$ cat config.mk
export PLATFORM = sky130hd
export DESIGN_NAME = dmem_port_arbiter_flat
export DESIGN_NICKNAME = d
export VERILOG_FILES = /design/src/rtl/dmem_port_arbiter_if.sv /design/src/rtl/dmem_port_arbiter.sv /design/src/flat_wrapper.sv
export SDC_FILE = /design/constraint.sdc
export NUM_CORES = 1
export LEC_CHECK = 0
export CORE_MARGIN = 2
export CORE_UTILIZATION = 37
export CTS_BUF_LIST = sky130_fd_sc_hd__clkbuf_8
export CTS_CLUSTER_DIAMETER = 60
export CTS_CLUSTER_SIZE = 24
export DETAILED_ROUTE_END_ITERATION = 10
export GPL_TIMING_DRIVEN = 0
export MAX_ROUTING_LAYER = met4
export PLACE_DENSITY = 0.77
export SLEW_MARGIN = 20
export SYNTH_ARGS = -nofsm -noshare
export SYNTH_HDL_FRONTEND = slang
export SYNTH_SLANG_ARGS = --single-unit
$ cat constraint.sdc
create_clock -name clk -period 4 [get_ports clk]
set_clock_uncertainty 0.1 [all_clocks]
set_input_delay 0.4 -clock clk [delete_from_list [all_inputs] [get_ports clk]]
set_output_delay 0.4 -clock clk [all_outputs]
set_load 0.005 [all_outputs]
$ cat src/rtl/dmem_port_arbiter_if.sv
`default_nettype none
// ============================================================================
// Module      : dmem_port_arbiter_if
// Description : Requester-side and data-memory-side signal bundle for
//               dmem_port_arbiter.
// Revision    : 1.0 - initial release
// ============================================================================
interface dmem_port_arbiter_if #(
    parameter int ADDR_W = 32
);
    // requester 0 (CPU load/store unit)
    logic              req0;
    logic              we0;
    logic [ADDR_W-1:0] addr0;
    logic [31:0]       wdata0;
    logic [3:0]        mask0;
    logic              gnt0;
    logic              done0;
    logic [31:0]       rdata0;
    // requester 1 (debug/DMA loader)
    logic              req1;
    logic              we1;
    logic [ADDR_W-1:0] addr1;
    logic [31:0]       wdata1;
    logic [3:0]        mask1;
    logic              gnt1;
    logic              done1;
    logic [31:0]       rdata1;
    // data memory
    logic [ADDR_W-1:0] mem_addr;
    logic [31:0]       mem_wdata;
    logic [3:0]        mem_sign_mask;
    logic              mem_memread;
    logic              mem_memwrite;
    logic [31:0]       mem_rdata;
    logic              mem_stall;

    modport slave (
        input  req0, we0, addr0, wdata0, mask0,
        input  req1, we1, addr1, wdata1, mask1,
        output gnt0, done0, rdata0,
        output gnt1, done1, rdata1,
        output mem_addr, mem_wdata, mem_sign_mask, mem_memread, mem_memwrite,
        input  mem_rdata, mem_stall
    );

    modport master (
        output req0, we0, addr0, wdata0, mask0,
        output req1, we1, addr1, wdata1, mask1,
        input  gnt0, done0, rdata0,
        input  gnt1, done1, rdata1,
        input  mem_addr, mem_wdata, mem_sign_mask, mem_memread, mem_memwrite,
        output mem_rdata, mem_stall
    );
endinterface
`default_nettype wire

$ cat src/rtl/dmem_port_arbiter.sv
`default_nettype none
// ============================================================================
// Module      : dmem_port_arbiter
// Description : Two-port arbiter in front of a single-port data memory; one
//               access in flight, sequenced IDLE -> ISSUE -> WAIT -> DONE.
//               Optional macro DMEM_ARB_FIXED_PRIO_EN: port 0 always wins.
// Revision    : 1.0 - initial release
// ============================================================================
module dmem_port_arbiter #(
    parameter int READ_LAT = 1,
    parameter int ADDR_W   = 32
) (
    input  wire logic          clk,
    input  wire logic          reset,
    dmem_port_arbiter_if.slave bus
);

    localparam logic [1:0] S_IDLE  = 2'd0;
    localparam logic [1:0] S_ISSUE = 2'd1;
    localparam logic [1:0] S_WAIT  = 2'd2;
    localparam logic [1:0] S_DONE  = 2'd3;

    localparam logic [2:0] C_LAT_INIT = 3'(READ_LAT - 1);

    logic [1:0]        r_state;
    logic [1:0]        w_next_state;
    logic              r_owner;
    logic              w_sel_owner;
    logic              r_we;
    logic [ADDR_W-1:0] r_addr;
    logic [31:0]       r_wdata;
    logic [3:0]        r_mask;
    logic [2:0]        r_cnt;
    logic [31:0]       r_rdata0;
    logic [31:0]       r_rdata1;
    logic              w_any_req;
    logic              w_wait_exit;

    assign w_any_req   = bus.req0 | bus.req1;
    assign w_wait_exit = (r_state == S_WAIT) && (r_cnt == 3'd0) && !bus.mem_stall;

`ifdef DMEM_ARB_FIXED_PRIO_EN
    // Port 1 only wins when port 0 is not requesting.
    always_comb begin
        w_sel_owner = ~bus.req0;
    end
`else
    logic r_last_owner;

    always_comb begin
        w_sel_owner = bus.req1;
        if (bus.req0 && bus.req1) begin
            w_sel_owner = ~r_last_owner;
        end
    end

    always_ff @(posedge clk or posedge reset) begin
        if (reset) begin
            r_last_owner <= 1'b1;
        end else if (r_state == S_DONE) begin
            r_last_owner <= r_owner;
        end
    end
`endif

    always_ff @(posedge clk or posedge reset) begin
        if (reset) begin
            r_state <= S_IDLE;
        end else begin
            r_state <= w_next_state;
        end
    end

    always_comb begin
        w_next_state = r_state;
        case (r_state)
            S_IDLE:  if (w_any_req) w_next_state = S_ISSUE;
            S_ISSUE: w_next_state = S_WAIT;
            S_WAIT:  if (w_wait_exit) w_next_state = S_DONE;
            S_DONE:  w_next_state = S_IDLE;
            default: w_next_state = S_IDLE;
        endcase
    end

    // Request capture and latency counter.
    always_ff @(posedge clk or posedge reset) begin
        if (reset) begin
            r_owner <= 1'b0;
            r_we    <= 1'b0;
            r_addr  <= '0;
            r_wdata <= 32'd0;
            r_mask  <= 4'd0;
            r_cnt   <= 3'd0;
        end else begin
            if ((r_state == S_IDLE) && w_any_req) begin
                r_owner <= w_sel_owner;
                r_we    <= w_sel_owner ? bus.we1    : bus.we0;
                r_addr  <= w_sel_owner ? bus.addr1  : bus.addr0;
                r_wdata <= w_sel_owner ? bus.wdata1 : bus.wdata0;
                r_mask  <= w_sel_owner ? bus.mask1  : bus.mask0;
            end
            if (r_state == S_ISSUE) begin
                r_cnt <= C_LAT_INIT;
            end else if ((r_state == S_WAIT) && (r_cnt != 3'd0)) begin
                r_cnt <= r_cnt - 3'd1;
            end
        end
    end

    // Load data is sampled on the WAIT->DONE edge and held until the next load.
    always_ff @(posedge clk or posedge reset) begin
        if (reset) begin
            r_rdata0 <= 32'd0;
            r_rdata1 <= 32'd0;
        end else if (w_wait_exit && !r_we) begin
            if (r_owner) begin
                r_rdata1 <= bus.mem_rdata;
            end else begin
                r_rdata0 <= bus.mem_rdata;
            end
        end
    end

    always_comb begin
        bus.gnt0         = 1'b0;
        bus.gnt1         = 1'b0;
        bus.done0        = 1'b0;
        bus.done1        = 1'b0;
        bus.mem_memread  = 1'b0;
        bus.mem_memwrite = 1'b0;
        case (r_state)
            S_ISSUE: begin
                bus.gnt0         = ~r_owner;
                bus.gnt1         = r_owner;
                bus.mem_memread  = ~r_we;
                bus.mem_memwrite = r_we;
            end
            S_DONE: begin
                bus.done0 = ~r_owner;
                bus.done1 = r_owner;
            end
            default: ;
        endcase
    end

    assign bus.mem_addr      = r_addr;
    assign bus.mem_wdata     = r_wdata;
    assign bus.mem_sign_mask = r_mask;
    assign bus.rdata0        = r_rdata0;
    assign bus.rdata1        = r_rdata1;

endmodule
`default_nettype wire

$ cat src/flat_wrapper.sv
// flat-port wrapper written by rule: the top's interface ports become plain ports
module dmem_port_arbiter_flat 
#(
    parameter int READ_LAT = 1,
    parameter int ADDR_W   = 32
)
  (clk, reset, bus_req0, bus_we0, bus_addr0, bus_wdata0, bus_mask0, bus_req1, bus_we1, bus_addr1, bus_wdata1, bus_mask1, bus_gnt0, bus_done0, bus_rdata0, bus_gnt1, bus_done1, bus_rdata1, bus_mem_addr, bus_mem_wdata, bus_mem_sign_mask, bus_mem_memread, bus_mem_memwrite, bus_mem_rdata, bus_mem_stall);
  dmem_port_arbiter_if #(.ADDR_W(ADDR_W)) bus_i ();
  input  wire logic clk;
  input  wire logic reset;
  input wire logic [$bits(bus_i.req0)-1:0] bus_req0;
  input wire logic [$bits(bus_i.we0)-1:0] bus_we0;
  input wire logic [$bits(bus_i.addr0)-1:0] bus_addr0;
  input wire logic [$bits(bus_i.wdata0)-1:0] bus_wdata0;
  input wire logic [$bits(bus_i.mask0)-1:0] bus_mask0;
  input wire logic [$bits(bus_i.req1)-1:0] bus_req1;
  input wire logic [$bits(bus_i.we1)-1:0] bus_we1;
  input wire logic [$bits(bus_i.addr1)-1:0] bus_addr1;
  input wire logic [$bits(bus_i.wdata1)-1:0] bus_wdata1;
  input wire logic [$bits(bus_i.mask1)-1:0] bus_mask1;
  output wire logic [$bits(bus_i.gnt0)-1:0] bus_gnt0;
  output wire logic [$bits(bus_i.done0)-1:0] bus_done0;
  output wire logic [$bits(bus_i.rdata0)-1:0] bus_rdata0;
  output wire logic [$bits(bus_i.gnt1)-1:0] bus_gnt1;
  output wire logic [$bits(bus_i.done1)-1:0] bus_done1;
  output wire logic [$bits(bus_i.rdata1)-1:0] bus_rdata1;
  output wire logic [$bits(bus_i.mem_addr)-1:0] bus_mem_addr;
  output wire logic [$bits(bus_i.mem_wdata)-1:0] bus_mem_wdata;
  output wire logic [$bits(bus_i.mem_sign_mask)-1:0] bus_mem_sign_mask;
  output wire logic [$bits(bus_i.mem_memread)-1:0] bus_mem_memread;
  output wire logic [$bits(bus_i.mem_memwrite)-1:0] bus_mem_memwrite;
  input wire logic [$bits(bus_i.mem_rdata)-1:0] bus_mem_rdata;
  input wire logic [$bits(bus_i.mem_stall)-1:0] bus_mem_stall;
  assign bus_i.req0 = bus_req0;
  assign bus_i.we0 = bus_we0;
  assign bus_i.addr0 = bus_addr0;
  assign bus_i.wdata0 = bus_wdata0;
  assign bus_i.mask0 = bus_mask0;
  assign bus_i.req1 = bus_req1;
  assign bus_i.we1 = bus_we1;
  assign bus_i.addr1 = bus_addr1;
  assign bus_i.wdata1 = bus_wdata1;
  assign bus_i.mask1 = bus_mask1;
  assign bus_gnt0 = bus_i.gnt0;
  assign bus_done0 = bus_i.done0;
  assign bus_rdata0 = bus_i.rdata0;
  assign bus_gnt1 = bus_i.gnt1;
  assign bus_done1 = bus_i.done1;
  assign bus_rdata1 = bus_i.rdata1;
  assign bus_mem_addr = bus_i.mem_addr;
  assign bus_mem_wdata = bus_i.mem_wdata;
  assign bus_mem_sign_mask = bus_i.mem_sign_mask;
  assign bus_mem_memread = bus_i.mem_memread;
  assign bus_mem_memwrite = bus_i.mem_memwrite;
  assign bus_i.mem_rdata = bus_mem_rdata;
  assign bus_i.mem_stall = bus_mem_stall;
  dmem_port_arbiter #(.READ_LAT(READ_LAT), .ADDR_W(ADDR_W)) u_core (.clk(clk), .reset(reset), .bus(bus_i));
endmodule
* Word-level counts from Yosys, hierarchy flattened *
Index checks and enable logic that the tools add are counted.
Widths: inputs -> output; s select.

storage, ports and cells
  register bits after elaboration = 140
  logic and storage cells = 51
  input port bits = 175

operators by class
  reduce and logical (&&, ||, !) cells = 15
  bitwise logic cells = 4
  equality and inequality tests = 5
  multiplexer cells = 16
  add/subtract/negate cells = 1

operator list
  kind                 count
  $mux 32              2
  $mux 1               8
  $pmux 2 s4           1
  $logic_and 1x1->1    6
  $mux 3               2
  $reduce_and 2->1     3
  $eq 2x2->1 const B   2
  $mux 2               2
  $mux 4               1
  $ne 2x1->1 const B   2
  $logic_not 3->1      1
  $not 1->1            3
  $reduce_bool 3->1    1
  $sub 3x1->3 const B  1
  $eq 2x1->1 const B   1
  $logic_not 1->1      2
  $logic_not 2->1      1
  $reduce_bool 2->1    1
  $or 1x1->1           1

* Longest topological paths before layout *
Gate-level depths: netlist of run 1.

  word-level depth = 5
  gate-level depth with buffers = 8
  gate-level depth less buffers = 6

* Least setup slack after synthesis of run 1 *
Ideal clock, no wire load.

  path type = reg-to-reg
  from = register u_core.r_cnt[0]
  to = register u_core.r_rdata1[0], in the netlist u_core.bus.rdata1[0]
  period minus slack after synthesis = 1.847 ns
  path slack = 2.153 ns
  required time = 3.775 ns
  setup time = 0.125 ns
  stages on the path, launching flop included = 9
  arrival time = 1.622 ns
  cells stage by stage = dfrtp_1 -> inv_1 -> ha_1 -> ha_1 -> nand4bb_1 -> or2_1 -> buf_6 -> buf_12 -> mux2_4

on the way
  cells in the longest elaborated chain, start to end = 5

RTL lines
  element                         line                      RTL
  from (decl)                     dmem_port_arbiter.sv:33   logic [2:0] r_cnt;
  from (signal assigned)          dmem_port_arbiter.sv:105  r_cnt <= r_cnt - 3'd1;
  $logic_not 3->1                 dmem_port_arbiter.sv:40   assign w_wait_exit = (r_state == S_WAIT) && (r_cnt == 3'd0) && !bus.mem_stall;
  $logic_and 1x1->1 (2 in a row)  dmem_port_arbiter.sv:40
  $logic_and 1x1->1               dmem_port_arbiter.sv:115  end else if (w_wait_exit && !r_we) begin
  $reduce_and 2->1 (no line)      n/a
  to (signal assigned)            dmem_port_arbiter.sv:117  r_rdata1 <= bus.mem_rdata;
  to (decl)                       dmem_port_arbiter.sv:35   logic [31:0] r_rdata1;

No other way between the ends.
A chain may end at the register's enable or synchronous reset.

* Worst setup path in the final report of run 1 *
  from = register u_core.r_state[1]
  to = output bus_gnt0

on the way
  cells in the longest elaborated chain, start to end = 2

RTL lines
  element                 line                      RTL
  from (decl)             dmem_port_arbiter.sv:25   logic [1:0] r_state;
  from (signal assigned)  dmem_port_arbiter.sv:70   r_state <= w_next_state;
  $eq 2x1->1              dmem_port_arbiter.sv:131  case (r_state)
  $mux 1                  dmem_port_arbiter.sv:131
  to (decl)               flat_wrapper.sv:21        output wire logic [$bits(bus_i.gnt0)-1:0] bus_gnt0;

No other way between the ends.

==> results of run 1 <==
[state kept, by name, summed over array words and instances (netlist names)]
name,cells
u_core.r_owner,1
u_core.r_we,1
u_core.bus.mem_wdata,32
u_core.bus.mem_addr,32
u_core.bus.mem_sign_mask,4
u_core.r_cnt,3
u_core.bus.rdata1,32
u_core.r_state,2
u_core.r_last_owner,1
u_core.bus.rdata0,32
[stage by stage]
step	setup WS [ns]	hold WS [ns]	util	cell area (sq um)	total power, mW
after floorplan	1.75	0.404	-	6080	3.82
after global placement	0.411	0.388	0.594	9470	5.74
after detailed placement	1.42	0.391	0.599	9550	5.85
after CTS	1.51	0.280	0.624	9940	7.02
after global routing	1.41	0.303	0.624	9940	7.43
final	1.57	0.289	0.624	9940	6.95
[worst max path at each step]
stage,end,depth (start not counted)
5_1_grt,bus_gnt0,4
4_1_cts,bus_gnt0,4
2_1_floorplan,u_core.bus.mem_addr[0]$_DFFE_PP0P_,1
3_3_place_gp,u_core.bus.mem_wdata[31]$_DFFE_PP0P_,2
6_report,bus_gnt0,4
3_5_place_dp,u_core.bus.mem_addr[21]$_DFFE_PP0P_,6
[synth_stat cells]
library cell    n  area (sq um)
a21oi_1       139           696
clkbuf_1       24          90.1
and2_2          1          7.51
inv_1           7          26.3
dfstp_2         1          26.3
nor3b_1         1          7.51
dfrtp_1       139          3480
buf_12          3          60.1
o21a_1          1          7.51
and2b_2         1          8.76
mux2_2         36           405
a21bo_2         1          10.0
and2_1          2          12.5
o21ai_1         1          5.00
nand2_1        70           263
nor2_1         73           274
or2_1           1          6.26
buf_2           6          30.0
buf_6           1          11.3
mux2_4         30           450
o32a_1          1          10.0
o21ai_0         1          5.00
a21boi_2        1          11.3
nand2b_1        1          6.26
ha_1            7          87.6
a211oi_1        2          15.0
buf_4           3          22.5
nand4bb_1       1          11.3
xnor2_1         1          8.76
nor2b_1         3          18.8
[cell type report]
type / instances / area (sq um)
fill: 1331 / 6000
buffer: 37 / 214
sequential: 140 / 3500
timing repair buffer: 316 / 3200
multi-input combinational: 375 / 2330
tap: 216 / 270
clock inverter: 14 / 144
clock buffer: 18 / 248
inverter: 7 / 30.0
[routing by layer]
metal	track usage	up-vias	part of all wire
met3	0.0815	22	0.089
li1	-	2556	-
met1	0.285	2654	0.39
met2	0.411	259	0.51
met4	0.0610	0	0.016
met5	-	-	0
[cells by family (layout without fill, tap and decap cells)]
group           after synthesis  after routing  synth area share
buf+inv                      44            392            0.0396
mux                          66             66             0.141
compound gates              147            147             0.125
fa+ha+maj                     7              7            0.0144
simple gates                154            154             0.101
flops                       140            140             0.577
xor+xnor                      1              1           0.00144
[critical path: cells and delay by family, from the launching register on]
family,cells,cell delay (ns)
AND/OR/NAND/NOR,1,0.16
buffers and inverters,2,0.65
flip-flops,1,0.41
adder cells (fa/ha/maj),1,0.29
[power groups by stage]
stage	logic, mW	registers, mW	clock network (mW)
after floorplan	1.29	2.54	0
after global placement	3.24	2.50	0
after detailed placement	3.32	2.53	0
after CTS	3.33	2.52	1.17
after global routing	3.58	2.61	1.24
final	3.29	2.52	1.15
==> flow_metrics.py, run 1 <==
metrics = {
    "routing": {
        "antenna_left": 0,
        "drc": 0,
        "drt-initial-drc-count": 255,
        "vias_per_cell": 4.89,
        "drt-total-wl_mm": 20.2,
        "num_vias": 5491,
        "first_pass_iters": 5,
        "wire_per_inst_um": 18.0,
    },
    "synthesis": {
        "ys_ff_latch": 140,
        "yosysWarnings": 0,
        "synth_cell_type_count": 30,
        "synth_area_per_cell_sq_um": 10.9,
        "netlist_area_sq_um": 6070,
        "netlist_instances": 559,
        "synth_fp_nets": 741,
        "synth-seq-area-share": 0.577,
    },
    "clock_network": {
        "postCtsSetupBuffers": 0,
        "cts_made_buffers": 17,
        "hold_buffers": 0,
        "clock_latency_ns": 0.43,
        "cts_tree": "done",
        "ctsResizeCount": 0,
        "root_buffer": "clkbuf_8",
        "clockBufferDepth": 2,
        "ctsHtreeMaxLevel": 4,
        "clock-sinks": 140,
        "clk_pin_slew_worst_paths_ns": 0.08,
    },
    "global_routing": {
        "grt_remaining_overflow": 0,
        "grt_pass1_vias": 5806,
        "grt_max_degree": 35,
        "grt_util_all_layers": 0.245,
        "grt_pass1_wl_mm": 32.5,
        "antenna_found_initial": 0,
    },
    "placement": {
        "gp_congestion": 0.816,
        "io_buffers": 312,
        "dp.cells": 1091,
        "place_hpwl_mm": 15.3,
    },
    "die": {
        "core-area_sq_um": 15900,
        "die_h_um": 132,
        "row_count": 46,
        "die_area_sq_um": 17500,
        "die_w_um": 132,
        "io_pins": 313,
        "start_util": 0.381,
    },
    "setup_path": {
        "reg2reg_depth": 7,
        "critical_path_arrival_ns": 1.93,
        "crit_path_end_kind": "primary output",
        "r2r_setup_slack_ns": 1.83,
        "path_cells": "inv_1 > ha_1 > nor2b_1 > clkdlybuf4s50_1",
        "max_stage_delay_ns": 0.54,
        "critPathMaxFanout": 7,
        "start_kind": "register",
        "reg2reg_to": "u_core.bus.rdata0[13]$_DFFE_PP0P_",
        "crit_start": "u_core.r_state[1]$_DFFE_PP0P_",
        "slowest_stage": "clkdlybuf4s50_1",
        "reg2reg_from": "u_core.r_cnt[0]$_DFFE_PP0P_",
        "worstPathRequired_ns": 3.50,
        "path_class": "register to primary output",
    },
    "power_and_ir_drop": {
        "p_leak_nw": 4.29,
        "pwr-share-seq": 0.362,
        "p_switching_mw": 2.26,
        "power.share.switching": 0.325,
        "powerDensity_nw_per_um2": 699,
        "pwr-share-clk": 0.165,
        "p_int_mw": 4.69,
        "pwr-share-comb": 0.473,
        "ir_drop_mv": 0.346,
    },
    "layout": {
        "syn_to_final_growth_pct": 63.7,
        "fin_cells": 1123,
        "final_common_cell": "clkdlybuf4s50_1",
        "layout-drive-gt1-share": 0.132,
        "nets": 1076,
        "final_cell_mix": "312 x clkdlybuf4s50_1, 139 x a21oi_1, 139 x dfrtp_1",
        "n_antenna_cell": 0,
    },
    "sta": {
        "hold_viol_final": 0,
        "slew_viol_final": 0,
        "grt_setup_unrepaired": "false",
        "min_period_ns": 2.43,
        "max_freq_mhz": 411,
        "finalSetupViolCount": 0,
        "post-route-period-util": 0.608,
        "slew-limit-headroom": 0.559,
        "setup_tns_ns": 0,
        "tightest_slew_ns": 0.662,
    },
    "min_path": {
        "min_path_type": "input port to asynchronous set/reset pin",
    },
    "flow_run": {
        "max_cap_viol_count": 0,
    },
    "run_status": {
        "outcome": "completed",
    },
}
No activity file was read; power rests on OpenSTA's default activity.
==> run 2: changes to the inputs <==
- clock period: 4 -> 2 ns (I/O delays scaled with it)
==> run 2 against run 1 <==
  * The run now ends with setup timing left
  * Global-route usage is 0.42 points higher
  * Critical path type unchanged
  * Wire length is 1.6% higher
  * Non-clock buffer count rose by 11
  * Core utilization up 1.4 points
  * Cell count up 0.98%
  * Critical endpoint is now bus_done1
  * Sequential power rose by 100%
  * Count of clock-buffer cells in the layout did not move
  * Flip-flop and latch count unchanged
  * First-iteration DRC count down 0.39%
  * Largest cell class is now non-clock buffers
==> flow_metrics.py, run 2 (same netlist as run 1, synthesis figures left out) <==
metrics = {
    "sta": {
        "tightest_slew_ns": 0.634,
        "slew_viol_final": 0,
        "post-route-period-util": 1.00,
        "slew-limit-headroom": 0.577,
        "min_period_ns": 2.00,
        "finalSetupViolCount": 1,
        "grt_setup_unrepaired": "true",
        "setup_ws_ns": -0.00427,
        "max_freq_mhz": 499,
        "hold_viol_final": 0,
    },
    "clock_network": {
        "ctsHtreeMaxLevel": 4,
        "cts_made_buffers": 17,
        "cts_tree": "done",
        "clockBufferDepth": 2,
        "clock_latency_ns": 0.43,
        "clk_pin_slew_worst_paths_ns": 0.08,
        "hold_buffers": 0,
        "clock-sinks": 140,
        "root_buffer": "clkbuf_8",
    },
    "die": {
        "row_count": 46,
        "die_w_um": 132,
        "die_h_um": 132,
        "die_area_sq_um": 17500,
        "start_util": 0.381,
        "io_pins": 313,
        "core-area_sq_um": 15900,
    },
    "setup_path": {
        "crit_path_end_kind": "primary output",
        "worstPathRequired_ns": 1.70,
        "critical_path_arrival_ns": 1.70,
        "critPathMaxFanout": 3,
        "path_class": "register to primary output",
        "start_kind": "register",
    },
    "global_routing": {
        "grt_util_all_layers": 0.250,
        "grt_remaining_overflow": 0,
        "grt_max_degree": 35,
        "grt_pass1_vias": 5905,
        "antenna_found_initial": 0,
        "grt_pass1_wl_mm": 33.0,
    },
    "power_and_ir_drop": {
        "pwr-share-seq": 0.358,
        "p_int_mw": 9.51,
        "pwr-share-comb": 0.480,
        "p_switching_mw": 4.60,
        "ir_drop_mv": 0.695,
        "powerDensity_nw_per_um2": 1390,
        "pwr-share-clk": 0.162,
        "p_leak_nw": 4.41,
        "power.share.switching": 0.326,
    },
    "routing": {
        "wire_per_inst_um": 18.1,
        "num_vias": 5541,
        "drc": 0,
        "antenna_left": 0,
        "drt-initial-drc-count": 254,
        "first_pass_iters": 5,
        "drt-total-wl_mm": 20.5,
        "vias_per_cell": 4.89,
    },
    "placement": {
        "gp_congestion": 0.816,
        "io_buffers": 312,
        "pre_cts_ws_ns": -0.384,
        "dp.cells": 1091,
        "place_hpwl_mm": 15.3,
    },
    "min_path": {
        "min_path_type": "input port to asynchronous set/reset pin",
    },
    "run_status": {
        "violations": "setup timing",
        "outcome": "complete, but fails checks",
    },
    "layout": {
        "nets": 1087,
        "utilization": 0.637,
        "n_antenna_cell": 0,
        "layout-drive-gt1-share": 0.164,
        "final_common_cell": "clkdlybuf4s50_1",
        "fin_cells": 1134,
        "syn_to_final_growth_pct": 67.3,
        "fillers": 1313,
        "final_cell_mix": "307 x clkdlybuf4s50_1, 139 x a21oi_1, 138 x dfrtp_1",
    },
    "flow_run": {
        "max_cap_viol_count": 0,
    },
}
run 2: changes by cell type in the layout (fill, tap and decap cells not counted), moves of 5 or more:
cell	change
clkbuf_1	-7
clkbuf_2	+7
clkdlybuf4s50_1	-5
dlygate4sd2_1	+5
ha_1	-5
run 2: repair_timing:
item,4_1_cts,5_1_grt
pin swaps,3,2
cloned,3,0
gates resized for setup,26,15
endpoints found under the setup margin,80,104
buffers inserted,5,3
run 2: worst paths after layout:
path | startpoint | endpoint | slack, ns | cells past startpoint
min in group clk | bus_mask0[0] | u_core.bus.mem_sign_mask[0]$_DFFE_PP0P_ | 0.20 | 3
hold reg to reg | u_core.bus.rdata0[28]$_DFFE_PP0P_ | u_core.bus.rdata0[28]$_DFFE_PP0P_ | 0.41 | 1
setup reg to reg | u_core.r_cnt[0]$_DFFE_PP0P_ | u_core.bus.rdata1[8]$_DFFE_PP0P_ | 0.07 | 8
hold / removal | reset | u_core.bus.mem_addr[23]$_DFFE_PP0P_ | 0.09 | 2
setup / recovery | u_core.r_state[1]$_DFFE_PP0P_ | bus_done1 | -0.004 | 3
max in group asynchronous | reset | u_core.r_last_owner$_DFFE_PP1N_ | 0.82 | 4
run 2: final cells by class:
class                      count  area (sq um)  area share
clock buffer                  18           248      0.0244
tap                          216           270      0.0266
sequential                   140          3510       0.345
inverter                       7          30.0     0.00296
clock inverter                14           144      0.0142
multi-input combinational    375          2410       0.237
buffer                        37           244      0.0240
timing repair buffer         327          3310       0.326
run 2: stage by stage:
stage / total power [mW] / hold WS [ns] / TNS [ns] / area, sq um
2_1_floorplan: 7.65 / 0.229 / -6.71 / 6080
3_3_place_gp: 11.5 / 0.388 / -208.24 / 9470
3_5_place_dp: 11.7 / 0.391 / -17.17 / 9550
4_1_cts: 14.2 / 0.0796 / -0.0763 / 10100
5_1_grt: 15.1 / 0.103 / -0.0832 / 10200
6_report: 14.1 / 0.0870 / -0.00427 / 10200
run 2: layer usage:
layer  part of all wire  up-vias  track usage
met5                  0        -            -
met4              0.012        0       0.0586
met3              0.087       19       0.0804
met2               0.52      257        0.426
met1               0.39     2691        0.286
li1                   -     2574            -
run 2: power by group through the flow:
stage | logic (mW) | clock network (mW) | registers [mW]
after floorplan | 2.58 | 0 | 5.07
after global placement | 6.48 | 0 | 5.01
after detailed placement | 6.63 | 0 | 5.06
after CTS | 6.78 | 2.34 | 5.05
after global routing | 7.34 | 2.48 | 5.23
final | 6.77 | 2.29 | 5.05
run 2: critical path, cell delays in order, from the launching register on:
cell and delay, ns:
dfrtp_1 0.39, ha_2 0.22, and2_1 0.14, clkdlybuf4s50_1 0.53
